File: src/rtl/sd_frame_loader.sv
// sd_frame_loader: reads NUM_SECTORS SD sectors starting at BASE_SECTOR
// and packs byte pairs into RGB444 frame-buffer writes.
module sd_frame_loader #(
  parameter logic [31:0] BASE_SECTOR = 32'h00010000,
  parameter int unsigned NUM_SECTORS = 8,
  parameter logic [23:0] TIMEOUT     = 24'd2_500_000
) (
  input  logic        clk,
  input  logic        reset,
  input  logic        start,
  input  logic        sd_ready,
  input  logic        sd_byte_available,
  input  logic [7:0]  sd_dout,
  output logic        sd_rd,
  output logic [31:0] sd_address,
  output logic        fb_we,
  output logic [15:0] fb_addr,
  output logic [11:0] fb_data,
  output logic        busy,
  output logic        done,
  output logic        error,
  output logic [8:0]  sectors_done
);

  typedef enum logic [2:0] {
    IDLE, WAIT_READY, ISSUE, RECEIVE, NEXT, DONE, ERROR
  } state_t;

  localparam logic [8:0]  LAST_SEC = 9'(NUM_SECTORS);
  localparam logic [23:0] T_LIM    = TIMEOUT - 24'd1;

  state_t      state, state_n;
  logic        av_q;
  logic        accept;
  logic        take;
  logic        last_byte;
  logic        restart;
  logic        idle_tmo;
  logic        phase;
  logic [9:0]  byte_cnt;
  logic [7:0]  hi;
  logic [23:0] tcnt;
  logic        unused_lo;

  assign unused_lo = ^sd_dout[3:0];

  assign accept    = sd_byte_available & ~av_q;
  assign take      = accept & (state == RECEIVE);
  assign last_byte = take & (byte_cnt == 10'd511);
  assign idle_tmo  = ~accept & (tcnt >= T_LIM);
  assign restart   = start & ((state == IDLE) |
                              (state == DONE) |
                              (state == ERROR));

  assign sd_rd      = (state == ISSUE);
  assign done       = (state == DONE);
  assign error      = (state == ERROR);
  assign busy       = (state == WAIT_READY) | (state == ISSUE) |
                      (state == RECEIVE) | (state == NEXT);
  assign sd_address = BASE_SECTOR + {23'd0, sectors_done};

  always_comb begin
    state_n = state;
    unique case (state)
      IDLE, DONE, ERROR: begin
        if (start) state_n = WAIT_READY;
      end
      WAIT_READY: begin
        if (sd_ready)      state_n = ISSUE;
        else if (idle_tmo) state_n = ERROR;
      end
      ISSUE: begin
        if (!sd_ready) state_n = RECEIVE;
      end
      RECEIVE: begin
        if (last_byte)     state_n = NEXT;
        else if (idle_tmo) state_n = ERROR;
      end
      NEXT: begin
        if (sectors_done + 9'd1 == LAST_SEC) state_n = DONE;
        else                                 state_n = WAIT_READY;
      end
      default: state_n = IDLE;
    endcase
  end

  always_ff @(posedge clk or posedge reset) begin
    if (reset) begin
      state        <= IDLE;
      av_q         <= 1'b0;
      tcnt         <= '0;
      phase        <= 1'b0;
      byte_cnt     <= '0;
      hi           <= '0;
      fb_we        <= 1'b0;
      fb_addr      <= '0;
      fb_data      <= '0;
      sectors_done <= '0;
    end else begin
      state <= state_n;
      av_q  <= sd_byte_available;
      fb_we <= take & phase;
      if (state_n != state || accept) begin
        tcnt <= '0;
      end else if (state == WAIT_READY || state == RECEIVE) begin
        tcnt <= tcnt + 24'd1;
      end
      if (restart) begin
        sectors_done <= '0;
        fb_addr      <= '0;
        phase        <= 1'b0;
        byte_cnt     <= '0;
      end else begin
        if (state == NEXT) sectors_done <= sectors_done + 9'd1;
        // saturate so a full 256-sector load never wraps the index
        if (fb_we && fb_addr != 16'hFFFF) fb_addr <= fb_addr + 16'd1;
        if (take) begin
          phase    <= ~phase;
          byte_cnt <= last_byte ? 10'd0 : byte_cnt + 10'd1;
          if (phase) fb_data <= {hi, sd_dout[7:4]};
          else       hi      <= sd_dout;
        end
      end
    end
  end

endmodule

File: config.mk
export PLATFORM = sky130hd
export DESIGN_NAME = sd_frame_loader
export DESIGN_NICKNAME = d
export VERILOG_FILES = /design/src/rtl/sd_frame_loader.sv
export SDC_FILE = /design/constraint.sdc
export NUM_CORES = 1
export LEC_CHECK = 0
export BUFFER_PORTS_ARGS = -buffer_cell sky130_fd_sc_hd__buf_2
export CORE_MARGIN = 1
export CORE_UTILIZATION = 50
export DETAILED_ROUTE_END_ITERATION = 16
export HOLD_SLACK_MARGIN = 0.06
export PLACE_DENSITY = 0.71
export SYNTH_ARGS = -nofsm -noshare
export SYNTH_HDL_FRONTEND = slang
export SYNTH_SLANG_ARGS = --single-unit
File: constraint.sdc
create_clock -name clk -period 4.15 [get_ports clk]
set_input_delay 1.0375 -clock clk [delete_from_list [all_inputs] [get_ports clk]]
set_output_delay 1.0375 -clock clk [all_outputs]
set_load 0.01 [all_outputs]
## Yosys cells after proc, flatten, opt, wreduce, memory -nomap -nowiden

Cells that the tools add are included.
W data, S select, Z words.

- Bits of input ports: 13
- Flip-flop bits (word level): 85
- Word-level logic and storage cells: 70
- Output and inout bits: 74

- Multiplexer cells: 18
- Reduce and logical (&&, ||, !) cells: 11
- Bitwise logic cells: 15
- Equal/unequal tests: 10
- Order comparisons: 1
- Add/sub/neg operators: 5

Operators by type and width:

| operator | count |
|---|---|
| $mux W24 | 2 |
| $mux W16 | 2 |
| $mux W10 | 3 |
| $add A24 B1 Y24 const B | 1 |
| $ge A24 B22 Y1 const B | 1 |
| $add A17 B9 Y18 const A | 1 |
| $mux W3 | 6 |
| $mux W9 | 2 |
| $add A16 B1 Y16 const B | 1 |
| $ne A16 B16 Y1 const B | 1 |
| $pmux W3 S5 | 1 |
| $add A10 B1 Y10 const B | 1 |
| $eq A10 B9 Y1 const B | 1 |
| $add A9 B1 Y9 const B | 1 |
| $eq A3 B3 Y1 const B | 3 |
| $eq A9 B4 Y1 const B | 1 |
| $reduce_bool A2 Y1 | 4 |
| $and A1 B1 Y1 | 6 |
| $eq A3 B2 Y1 const B | 2 |
| $reduce_and A3 Y1 | 2 |
| $or A1 B1 Y1 | 5 |
| $not A1 Y1 | 4 |
| $eq A3 B1 Y1 const B | 1 |
| $logic_not A3 Y1 | 1 |
| 5 further kinds | 7 |

## Longest topological paths before layout

Gate-level depths: netlist (run 1).

- Depth after elaboration: 10
- Gate-level depth with buffers: 10

## Least setup slack after synthesis (run 1)

Ideal clock, no wire load.

- Path type: input-to-reg
- Start: input port sd_ready
- End: register tcnt[20]
- Stages: 7
- Required time: 4.056 ns
- Path slack: 1.597 ns
- Setup time: 0.094 ns
- Data arrival time: 2.459 ns
- Cells stage by stage: or4bb_1 > o2111ai_1 > a21oi_1 > o22ai_2 > nand2_1 > buf_2 > a211oi_1

- Longest elaborated chain between the ends: 5

Ends and longest elaborated chain:

| item | RTL line | text |
|---|---|---|
| start: declaration | 11 | `input logic sd_ready,` |
| $mux W3 (on tied branches) | 73, 69 |  |
| $pmux W3 S5 (*) | 64 | `unique case (state)` |
| $ne A3 B3 Y1 (*) | 103 | `if (state_n != state \|\| accept) begin` |
| $logic_or A1 B1 Y1 (*) | 103 |  |
| $mux W24 / $reduce_bool A2 Y1 (equally long branches) | n/a |  |
| end signal: assignment | 106 | `tcnt <= tcnt + 24'd1;` |
| end: declaration | 42 | `logic [23:0] tcnt;` |

Every way passes the cells marked *; elsewhere a longest branch is shown, timed or not.
A chain may end at the register's enable or synchronous reset.

## Final worst setup path (run 1)

- Start: register tcnt[0]
- End: register tcnt[23]

- Longest elaborated chain between the ends: 8

Ends and longest elaborated chain:

| item | RTL line | text |
|---|---|---|
| $ge A24 B22 Y1 | 50 | `assign idle_tmo = ~accept & (tcnt >= T_LIM);` |
| $and A1 B1 Y1 | 50 |  |
| $mux W3 | 70, 77 |  |
| $mux W3 (on tied branches) | 76, 69 |  |
| $pmux W3 S5 | 64 |  |
| $ne A3 B3 Y1 | 103 |  |
| $logic_or A1 B1 Y1 | 103 |  |
| $mux W24 / $reduce_bool A2 Y1 (equally long branches) | n/a |  |

Several ways; a longest one is shown, not always the timed one. The select of a mux whose other input is x is not followed.

==> impl_metrics.ini, run 1 <==
[clock_network]
cts-root-to-sink-buffers = 2
cts_htree_levels = 3
tritoncts_sink_count = 85
cts-root-buf = sky130_fd_sc_hd__clkbuf_8
clkSlewWorstSetupHoldPaths_ns = 0.10
cts_inserted_buffers = 9
post_cts.repair.setup_buffers = 0
holdBufCountCts = 0
clock_latency_ns = 0.36
cts.repair.resized = 0
cts_tree = done

[global_route]
total_congestion_overflow_after_global_routing = 0
total_routing_usage_gr_pct = 19.8
grt_pass1_wl_um = 15800
antenna_violations_before_repair = 0
grt_max_degree = 36
via_count_of_the_first_global_routing_pass = 3355

[setup_path]
critical-path-top-delay-family = compound AO/OA/AOI/OAI gates
cp.required_ns = 4.42
critical_path.max_fanout = 24
critical_path.max_stage_delay_ns = 0.58
list_of_cells_traversed_by_the_critical_path = ha_1 > and4_1 > o311ai_0 > a21oi_2 > o31ai_4 > nand3b_2 > a211oi_1
class_of_the_most_critical_setup_path = reg -> reg
timing.critical_path.arrival_ns = 3.22
crit_path_capture_type = register
worst_setup_path_start_kind = register
critical_path.n_buffers_inverters = 0
slowest_stage_cell_cp = sky130_fd_sc_hd__nand3b_2

[synthesis]
ys_ff_latch = 85
syn_area_um2 = 4790
async_reset_ff_share_pct = 100
yosysWarnings = 0
ys_flop_type = sky130_fd_sc_hd__dfrtp_1
synth-seq-area-share_pct = 44.4
synthesis.instances = 473
yosysUniqueCellTypes = 57
number_of_enable_flip_flop_cells_after_synthesis = 0
post_synth.cell_area_avg_um2 = 10.1

[power]
vdd_ir_drop_max_uv = 340
comb_power_share_pct = 34.4
swShare_pct = 39.9
power_per_cell_area_nw_per_um2 = 569
net-switching-power_w = 0.00118
power.clock.fraction_pct = 18.5
static-leakage-power_nw = 2.27
power_report.internal_total_w = 0.00178
part_of_the_power_in_registers_pct = 47.1

[hold_path]
hold_path_class = reg -> reg

[drt]
detail_route.drc_violations = 0
via_per_inst = 5.36
ant_nets = 0
routed-via-count = 3503
first_iter_violations = 168
drt_first_pass_iters = 4
avgRoutedWirePerCell_um = 14.4
routed_wire_length_um = 9440

[finish]
area_delta_synth_final_pct = 8.88
filler_cell_count = 792
post_route_cells_drive_above_1_share_pct = 25.3
finish.net_count = 538
antenna_cells = 0

[sta]
timing_max_transition_violations_final = 0
max_freq_mhz = 339
tightest_slew_ns = 0.720
timing.final.crit_period_ns = 2.95
timing_hold_violations_final = 0
relSlewSlack_pct = 51.7
finalClockSkew_ns = 0.0140
count_of_final_setup_violators = 0
grt_setup_unrepaired = no
setup_total_negative_slack_ns = 0
final_ws_setup_ns = 1.20
hold_ws_ns = 0.504
final_min_period_over_clock_period_pct = 71.1

[floorplan]
num_rows = 35
start_util_pct = 51.8
fp.coreArea_um2 = 9240
die_height_um = 99.9
ios = 87
dieWidth_um = 99.9
floorplan.die_area_um2 = 9980

[placed_design]
final_wtd_congestion = 0.821
dp_hpwl_um = 6670
placement.io_buffers = 63
worst_slack_placed_ns = 0.952

[run_status]
run_status = finished clean

[run]
maxCapViolCount = 0
-- sequential cells by signal, indices dropped and copies added, names as in the netlist, 3 cells and up --
register / cells
fb_data: 12
fb_addr: 16
hi: 8
tcnt: 24
state: 3
byte_cnt: 10
sectors_done: 9
-- Yosys cell counts, drive strengths merged, types with 7 or more instances --
library cell	instances	share of area [%]
buf	46	6.8
dfrtp	85	44
nand4	10	1.3
a21oi	8	0.99
nand3	31	3.2
nor2	39	3.1
xnor2	21	3.8
xor2	26	4.8
inv	7	0.55
a211oi	24	5.7
and3	11	1.4
mux2	20	4.7
clkbuf	7	0.55
nor3	10	1.0
nand2	39	3.1
o21ai	22	2.3
-- per-layer routing --
| metal | GRT usage (%) | routed length, µm | vias to the layer above |
|---|---|---|---|
| met2 | 33.4 | 4720 | 71 |
| met1 | 25.4 | 4350 | 1705 |
| met4 | 6.90 | 101 | 0 |
| met5 | 0 | 0 | - |
| li1 | - | - | 1718 |
| met3 | 4.04 | 266 | 9 |
-- worst paths after layout --
check / from / end / cells after the start / slack (ns)
hold / removal: byte_cnt[9] / byte_cnt[9] / 1 / 0.50
setup / recovery: tcnt[0] / tcnt[23] / 7 / 1.20
min in group asynchronous: reset / fb_data[3] / 2 / 0.72
hold reg to reg: byte_cnt[9] / byte_cnt[9] / 1 / 0.50
setup reg to reg: tcnt[0] / tcnt[23] / 7 / 1.20
max in group asynchronous: reset / byte_cnt[2] / 3 / 2.63
-- final cells by class --
type / count / area (µm²) / share of cell area, %
sequential: 85 / 2130 / 40.8
clock inverter: 7 / 61.3 / 1.18
timing repair buffer: 68 / 353 / 6.77
inverter: 7 / 27.5 / 0.528
multi-input combinational: 349 / 2360 / 45.3
clock buffer: 9 / 124 / 2.38
tap: 129 / 161 / 3.10
-- per-stage QoR --
step           std cells  utilization (%)  cell area [µm²]  total power, W
2_1_floorplan        494                -             4870         0.00212
3_3_place_gp         638             54.4             5030         0.00240
3_5_place_dp         638             54.4             5030         0.00244
4_1_cts              654             56.4             5220         0.00299
5_1_grt              654             56.4             5220         0.00317
6_report             654             56.4             5220         0.00297
-- cell families after synthesis --
group	count (synthesis)	share of synthesized area, %
multiplexers	21	4.91
buffers and inverters	60	7.94
flip-flops	85	44.4
other	2	0.157
AND/OR/NAND/NOR	172	18.4
adder cells (fa/ha/maj)	5	1.31
XOR/XNOR	47	8.59
AO/OA/AOI/OAI	81	14.3
-- power groups by stage --
stage | registers (W) | logic [W] | clock network, W
final | 0.00140 | 0.00102 | 0.000550
after global routing | 0.00145 | 0.00113 | 0.000594
after CTS | 0.00140 | 0.00103 | 0.000563
after detailed placement | 0.00141 | 0.00103 | 0
after global placement | 0.00140 | 0.000999 | 0
after floorplan | 0.00142 | 0.000701 | 0
-- worst register-to-register path: stages (launching register included) --
cell                       delay [ns]
sky130_fd_sc_hd__dfrtp_1         0.43
sky130_fd_sc_hd__ha_1            0.24
sky130_fd_sc_hd__and4_1          0.25
sky130_fd_sc_hd__o311ai_0        0.52
sky130_fd_sc_hd__a21oi_2         0.20
sky130_fd_sc_hd__o31ai_4         0.23
sky130_fd_sc_hd__nand3b_2        0.58
sky130_fd_sc_hd__a211oi_1        0.42
-- placed cells by master, fill, tap and decap left out, drive strengths merged, types with 3 or more instances in the layout --
cell type / n
a211oi: 24
a21oi: 8
a31oi: 3
and3: 11
and4: 5
buf: 68
clkbuf: 9
clkinv: 4
clkinvlp: 3
conb: 23
dfrtp: 85
ha: 5
inv: 7
mux2: 20
nand2: 39
nand2b: 6
nand3: 31
nand3b: 3
nand4: 10
nor2: 39
nor2b: 3
nor3: 10
nor4: 3
o21ai: 22
o22ai: 5
o31ai: 4
xnor2: 21
xor2: 26
Power figures use the tool's default switching activity.
==> run 2, diff against run 1 <==
ABC_AREA = 1   (was not set)
PLACE_DENSITY = 0.74   (was 0.71)
clock period = 2.4 ns   (was 4.15 ns; I/O delays follow)
==> impl_metrics.ini, run 2 <==
[run_status]
run_status = finished clean

[setup_path]
critical_path.n_buffers_inverters = 0
critical-path-top-delay-family = simple AND/OR/NAND/NOR gates
reg2reg_slack_ns = 0.24
timing.critical_path.arrival_ns = 2.40
slowest_stage_cell_cp = sky130_fd_sc_hd__dfrtp_1
crit_path_capture_type = register
list_of_cells_traversed_by_the_critical_path = ha_1 > nand2_1 > nor2_1 > nand3_1 > nor3_1 > nor3b_1 > nand3_1 > nor3_1 > xnor2_1 > nor2_1
worst_setup_path_start_kind = register
critical_path.max_fanout = 4
r2r-end = tcnt[18]
class_of_the_most_critical_setup_path = reg -> reg
critical_path.max_stage_delay_ns = 0.39
cp.required_ns = 2.63
reg2reg_depth = 10
worstReg2RegStart = tcnt[0]

[finish]
seq_area_um2 = 2130
layout_common_cells = sky130_fd_sc_hd__nand2_1 (136), sky130_fd_sc_hd__dfrtp_1 (83), sky130_fd_sc_hd__inv_1 (82), sky130_fd_sc_hd__nor2_1 (76), sky130_fd_sc_hd__buf_2 (63)
top_regs = tcnt: 24 flops, fb_addr: 16 flops, fb_data: 12 flops
flip_flop_count_of_the_largest_register_all_copies_and_words_added = 24
post_route_cells_drive_above_1_share_pct = 16.2
design_area_um2 = 5270
filler_cell_count = 863
multi_input_area_um2 = 2050
area_delta_synth_final_pct = 11.7
largest-register = tcnt
final_common_cell = sky130_fd_sc_hd__nand2_1
finish.net_count = 697
antenna_cells = 0

[clock_network]
clock_latency_ns = 0.35
cts_tree = done
cts-root-to-sink-buffers = 2
tritoncts_sink_count = 85
holdBufCountCts = 0
cts_htree_levels = 3
cts_inserted_buffers = 9
cts-root-buf = sky130_fd_sc_hd__clkbuf_8
clkSlewWorstSetupHoldPaths_ns = 0.09

[sta]
grt_setup_unrepaired = no
final_min_period_over_clock_period_pct = 90.2
max_freq_mhz = 462
relSlewSlack_pct = 64.6
timing_hold_violations_final = 0
setup_total_negative_slack_ns = 0
count_of_final_setup_violators = 0
tightest_slew_ns = 0.531
finalClockSkew_ns = 0.0120
hold_ws_ns = 0.283
timing.final.crit_period_ns = 2.16
timing_max_transition_violations_final = 0

[floorplan]
fp.coreArea_um2 = 9200
start_util_pct = 51.3
floorplan.die_area_um2 = 9820
dieWidth_um = 99.1
die_height_um = 99.1
ios = 87
num_rows = 35

[synthesis]
number_of_enable_flip_flop_cells_after_synthesis = 0
yosysUniqueCellTypes = 34
async_reset_ff_share_pct = 100
ys_flop_type = sky130_fd_sc_hd__dfrtp_1
synthesis.instances = 615
synthDominantAreaCellType = sky130_fd_sc_hd__dfrtp_1
synth_commonest_cells = sky130_fd_sc_hd__nand2_1 (136), sky130_fd_sc_hd__dfrtp_1 (85), sky130_fd_sc_hd__inv_1 (83), sky130_fd_sc_hd__nor2_1 (76), sky130_fd_sc_hd__nand3_1 (43)
yosysWarnings = 0
synth-seq-area-share_pct = 45.1
post_synth_main_area_contributors = sky130_fd_sc_hd__dfrtp_1 (45%), sky130_fd_sc_hd__nand2_1 (11%), sky130_fd_sc_hd__inv_1 (6.6%)
synthMostInstantiatedCell = sky130_fd_sc_hd__nand2_1
syn_area_um2 = 4720
ys_ff_latch = 85
post_synth.cell_area_avg_um2 = 7.67
synthDominantCellAreaShare_pct = 45.1

[placed_design]
placement.io_buffers = 63
placed_area_um2 = 5030
dp_hpwl_um = 7310
final_wtd_congestion = 0.879

[drt]
routed_wire_length_um = 9850
detail_route.drc_violations = 0
first_iter_violations = 181
routed-via-count = 4082
met1Wirelength_um = 4610
via_per_inst = 5.13
met2_length_um = 4780
dr_wl_met3_um = 366
avgRoutedWirePerCell_um = 12.4
top_layer_used = met5
drt_first_pass_iters = 4
ant_nets = 0

[run]
maxCapViolCount = 0

[global_route]
total_routing_usage_gr_pct = 21.5
via_count_of_the_first_global_routing_pass = 3819
antenna_violations_before_repair = 1
grt_max_degree = 26
total_congestion_overflow_after_global_routing = 0
grt_pass1_wl_um = 17200

[power]
static-leakage-power_nw = 2.70
vdd_ir_drop_max_uv = 475
power_per_cell_area_nw_per_um2 = 769

[hold_path]
hold_path_class = in -> async
-- run 2: worst reg2reg max path, cell delays in order, from the launching register on --
cell and delay, ns:
sky130_fd_sc_hd__dfrtp_1 0.39, sky130_fd_sc_hd__ha_1 0.18, sky130_fd_sc_hd__nand2_1 0.11, sky130_fd_sc_hd__nor2_1 0.18
sky130_fd_sc_hd__nand3_1 0.09, sky130_fd_sc_hd__nor3_1 0.22, sky130_fd_sc_hd__nor3b_1 0.30, sky130_fd_sc_hd__nand3_1 0.16
sky130_fd_sc_hd__nor3_1 0.22, sky130_fd_sc_hd__xnor2_1 0.15, sky130_fd_sc_hd__nor2_1 0.06
-- run 2: worst max path at each step --
| stage | from | endpoint | slack (ns) | depth (start not counted) |
|---|---|---|---|---|
| floorplan | fb_addr[0] | fb_addr[13] | 0.42 | 11 |
| global placement | sectors_done[0] | tcnt[6] | 0.27 | 16 |
| detailed placement | sectors_done[0] | tcnt[19] | 0.13 | 16 |
| CTS | sectors_done[0] | tcnt[19] | 0.07 | 16 |
| global route | sectors_done[0] | tcnt[7] | 0.0008 | 16 |
| finish | tcnt[0] | tcnt[18] | 0.24 | 10 |
-- run 2: power breakdown --
part	leakage [nW]	switching (W)	total (W)	internal, W
logic	1.44	0.000758	0.00111	0.000350
registers	1.14	0.000135	0.00178	0.00165
clock network	0.117	0.000556	0.00116	0.000603
-- run 2: cells by family (layout without fill, tap and decap cells) --
group,Yosys count,after routing,synth area share [%]
DFF,85,85,45.1
AOI/OAI and AO/OA,69,69,8.22
other,2,23,0.159
buffers and inverters,127,175,13.1
and+or+nand+nor,306,306,28.2
xor gates and xnor gates,21,21,3.90
adders and majority gates,5,5,1.33
-- run 2: what timing repair did --
item,in CTS,in global routing
gates resized for setup,0,4
endpoints found under the hold margin,0,0
setup endpoints to repair,0,20
setup buffers,0,0
-- run 2: area by class of cell --
| class | instances | area share (%) |
|---|---|---|
| Multi-Input combinational cell | 424 | 38.9 |
| Sequential cell | 85 | 40.4 |
| Tap cell | 111 | 2.64 |
| Clock inverter | 7 | 1.95 |
| Inverter | 85 | 6.18 |
| Clock buffer | 9 | 2.35 |
| Timing Repair Buffer | 74 | 7.56 |
-- run 2: stage by stage --
| step | total power [W] | cells | setup slack (ns) | utilization (%) |
|---|---|---|---|---|
| after floorplan | 0.00263 | 636 | 0.420 | - |
| after global placement | 0.00287 | 779 | 0.274 | 54.7 |
| after detailed placement | 0.00291 | 779 | 0.129 | 54.7 |
| after CTS | 0.00408 | 795 | 0.0699 | 57.2 |
| after global routing | 0.00433 | 795 | 0.000850 | 57.3 |
| final | 0.00405 | 795 | 0.236 | 57.3 |
-- run 2: layer usage --
metal  track usage [%]  vias up
li1                  -     2032
met1              28.5     1956
met2              36.2       83
met3              4.50        9
met4              5.20        2
met5                 0        -
==> run 3, diff against run 2 <==
CTS_CLUSTER_DIAMETER = 80   (was not set)
HOLD_SLACK_MARGIN = 0.15   (was 0.06)
REMOVE_ABC_BUFFERS = 1   (was not set)
==> impl_metrics.ini, run 3 (synthesized netlist as in run 2, its figures left out) <==
[run_status]
run_status = finished clean

[finish]
post_route_cells_drive_above_1_share_pct = 16.4
layout_common_cells = sky130_fd_sc_hd__nand2_1 (136), sky130_fd_sc_hd__dfrtp_1 (83), sky130_fd_sc_hd__inv_1 (82), sky130_fd_sc_hd__nor2_1 (75), sky130_fd_sc_hd__buf_2 (63)
final_util_pct = 57.2
largest-register = tcnt
antenna_cells = 0
final_common_cell = sky130_fd_sc_hd__nand2_1
multi_input_area_um2 = 2070
filler_cell_count = 885
seq_area_um2 = 2130
area_delta_synth_final_pct = 11.5
finish.net_count = 694
flip_flop_count_of_the_largest_register_all_copies_and_words_added = 24
top_regs = tcnt: 24 flops, fb_addr: 16 flops, fb_data: 12 flops

[setup_path]
path_depth = 13
crit_path_capture_type = register
cp.required_ns = 2.69
critical_path.max_stage_delay_ns = 0.40
critical_path.max_fanout = 20
critical-path-top-delay-family = simple AND/OR/NAND/NOR gates
class_of_the_most_critical_setup_path = reg -> reg
critical_path.n_buffers_inverters = 2
list_of_cells_traversed_by_the_critical_path = ha_1 > nand4_2 > nor2_2 > nand3_1 > o21ai_0 > nor2_1 > nand3_1 > nand2_1 > inv_1 > nand2_2 > nor2_4 > inv_4 > nor2_1
slowest_stage_cell_cp = sky130_fd_sc_hd__dfrtp_1
worst_setup_path_start_kind = register
reg2reg_depth = 13
timing.critical_path.arrival_ns = 2.43

[drt]
detail_route.drc_violations = 0
routed_wire_length_um = 9380
via_per_inst = 5.02
routed-via-count = 3977
ant_nets = 0
avgRoutedWirePerCell_um = 11.8
drt_first_pass_iters = 5
first_iter_violations = 184

[floorplan]
fp.coreArea_um2 = 9200
start_util_pct = 51.3
num_rows = 35
dieWidth_um = 99.1
die_height_um = 99.1
floorplan.die_area_um2 = 9820
ios = 87

[global_route]
total_congestion_overflow_after_global_routing = 0
grt_pass1_wl_um = 16400
global_route.peak_usage_layer = met2
via_count_of_the_first_global_routing_pass = 3679
met1_resource_use_gr_pct = 28.1
antenna_violations_before_repair = 0
grt_util_met3_pct = 3.23
total_routing_usage_gr_pct = 20.7
grt_max_degree = 64
grt_use_met2_pct = 33.4

[power]
power.clock.fraction_pct = 27.5
net-switching-power_w = 0.00146
power_report.internal_total_w = 0.00251
static-leakage-power_nw = 2.69
vdd_ir_drop_max_uv = 507
comb_power_share_pct = 27.6
post-layout-total-power_w = 0.00397
power_per_cell_area_nw_per_um2 = 755
swShare_pct = 36.9
part_of_the_power_in_registers_pct = 44.9

[sta]
grt_setup_unrepaired = no
finalClockSkew_ns = 0.00998
count_of_final_setup_violators = 0
setup_total_negative_slack_ns = 0
timing_max_transition_violations_final = 0
relSlewSlack_pct = 65.2
final_min_period_over_clock_period_pct = 89.2
timing.final.crit_period_ns = 2.14
timing_hold_violations_final = 0
max_freq_mhz = 467
tightest_slew_ns = 0.521

[clock_network]
clkSlewWorstSetupHoldPaths_ns = 0.10
cts_inserted_buffers = 9
cts_tree = done
cts-root-to-sink-buffers = 2
cts-root-buf = sky130_fd_sc_hd__clkbuf_8
clock_latency_ns = 0.37
post_cts.repair.setup_buffers = 0
tritoncts_sink_count = 85
cts_htree_levels = 3

[placed_design]
dp_hpwl_um = 6840
final_wtd_congestion = 0.890
placement.io_buffers = 63

[run]
maxCapViolCount = 0

[hold_path]
hold_path_class = in -> async
-- run 3: power by group through the flow --
stage	Clock (W)	Sequential, W	Combinational [W]
final	0.00109	0.00178	0.00110
after global routing	0.00118	0.00181	0.00126
after CTS	0.00112	0.00178	0.00110
after detailed placement	0	0.00180	0.00110
after global placement	0	0.00180	0.00106
after floorplan	0	0.00184	0.000681
-- run 3: final timing paths --
kind,slack [ns],endpoint,startpoint
max in group asynchronous,1.54,sectors_done[1],reset
worst min-delay path,0.20,fb_data[1],reset
worst max register to register,0.26,tcnt[16],byte_cnt[0]
worst min register to register,0.49,fb_data[10],hi[6]
worst max-delay path,0.26,tcnt[16],byte_cnt[0]
min in group clk,0.35,av_q,sd_byte_available
-- run 3: cell type report --
| class | instances | area share, % |
|---|---|---|
| Tap cell | 111 | 2.64 |
| Clock inverter | 7 | 1.69 |
| Inverter | 85 | 6.14 |
| Sequential cell | 85 | 40.5 |
| Multi-Input combinational cell | 424 | 39.3 |
| Timing Repair Buffer | 71 | 7.37 |
| Clock buffer | 9 | 2.35 |
-- run 3: per-stage QoR --
stage,instance area [µm²],hold slack (ns),cells,worst slack [ns]
3_5_place_dp,5020,0.462,776,0.165
6_report,5260,0.197,792,0.260
2_1_floorplan,4490,0.449,594,-0.393
3_3_place_gp,5020,0.455,776,0.267
5_1_grt,5260,0.226,792,0.0229
4_1_cts,5240,0.198,792,0.156
-- run 3: worst register-to-register path, cell delays in order (launching register included) --
cell	delay, ns
sky130_fd_sc_hd__dfrtp_1	0.40
sky130_fd_sc_hd__ha_1	0.23
sky130_fd_sc_hd__nand4_2	0.15
sky130_fd_sc_hd__nor2_2	0.15
sky130_fd_sc_hd__nand3_1	0.13
sky130_fd_sc_hd__o21ai_0	0.24
sky130_fd_sc_hd__nor2_1	0.09
sky130_fd_sc_hd__nand3_1	0.07
sky130_fd_sc_hd__nand2_1	0.05
sky130_fd_sc_hd__inv_1	0.06
sky130_fd_sc_hd__nand2_2	0.06
sky130_fd_sc_hd__nor2_4	0.17
sky130_fd_sc_hd__inv_4	0.14
sky130_fd_sc_hd__nor2_1	0.12
-- run 3: timing repair --
action                     4_1_cts  5_1_grt
hold buffers                     0        0
setup endpoints to repair        0       21
gates resized for setup          0        8
-- run 3: layer usage --
layer  part of all wire, %  up-vias  wire length, µm
met5                     0        -                0
met4                   1.7        0              161
met3                   3.5       15              324
met2                    45       84             4250
met1                    50     1844             4650
li1                      -     2034                -
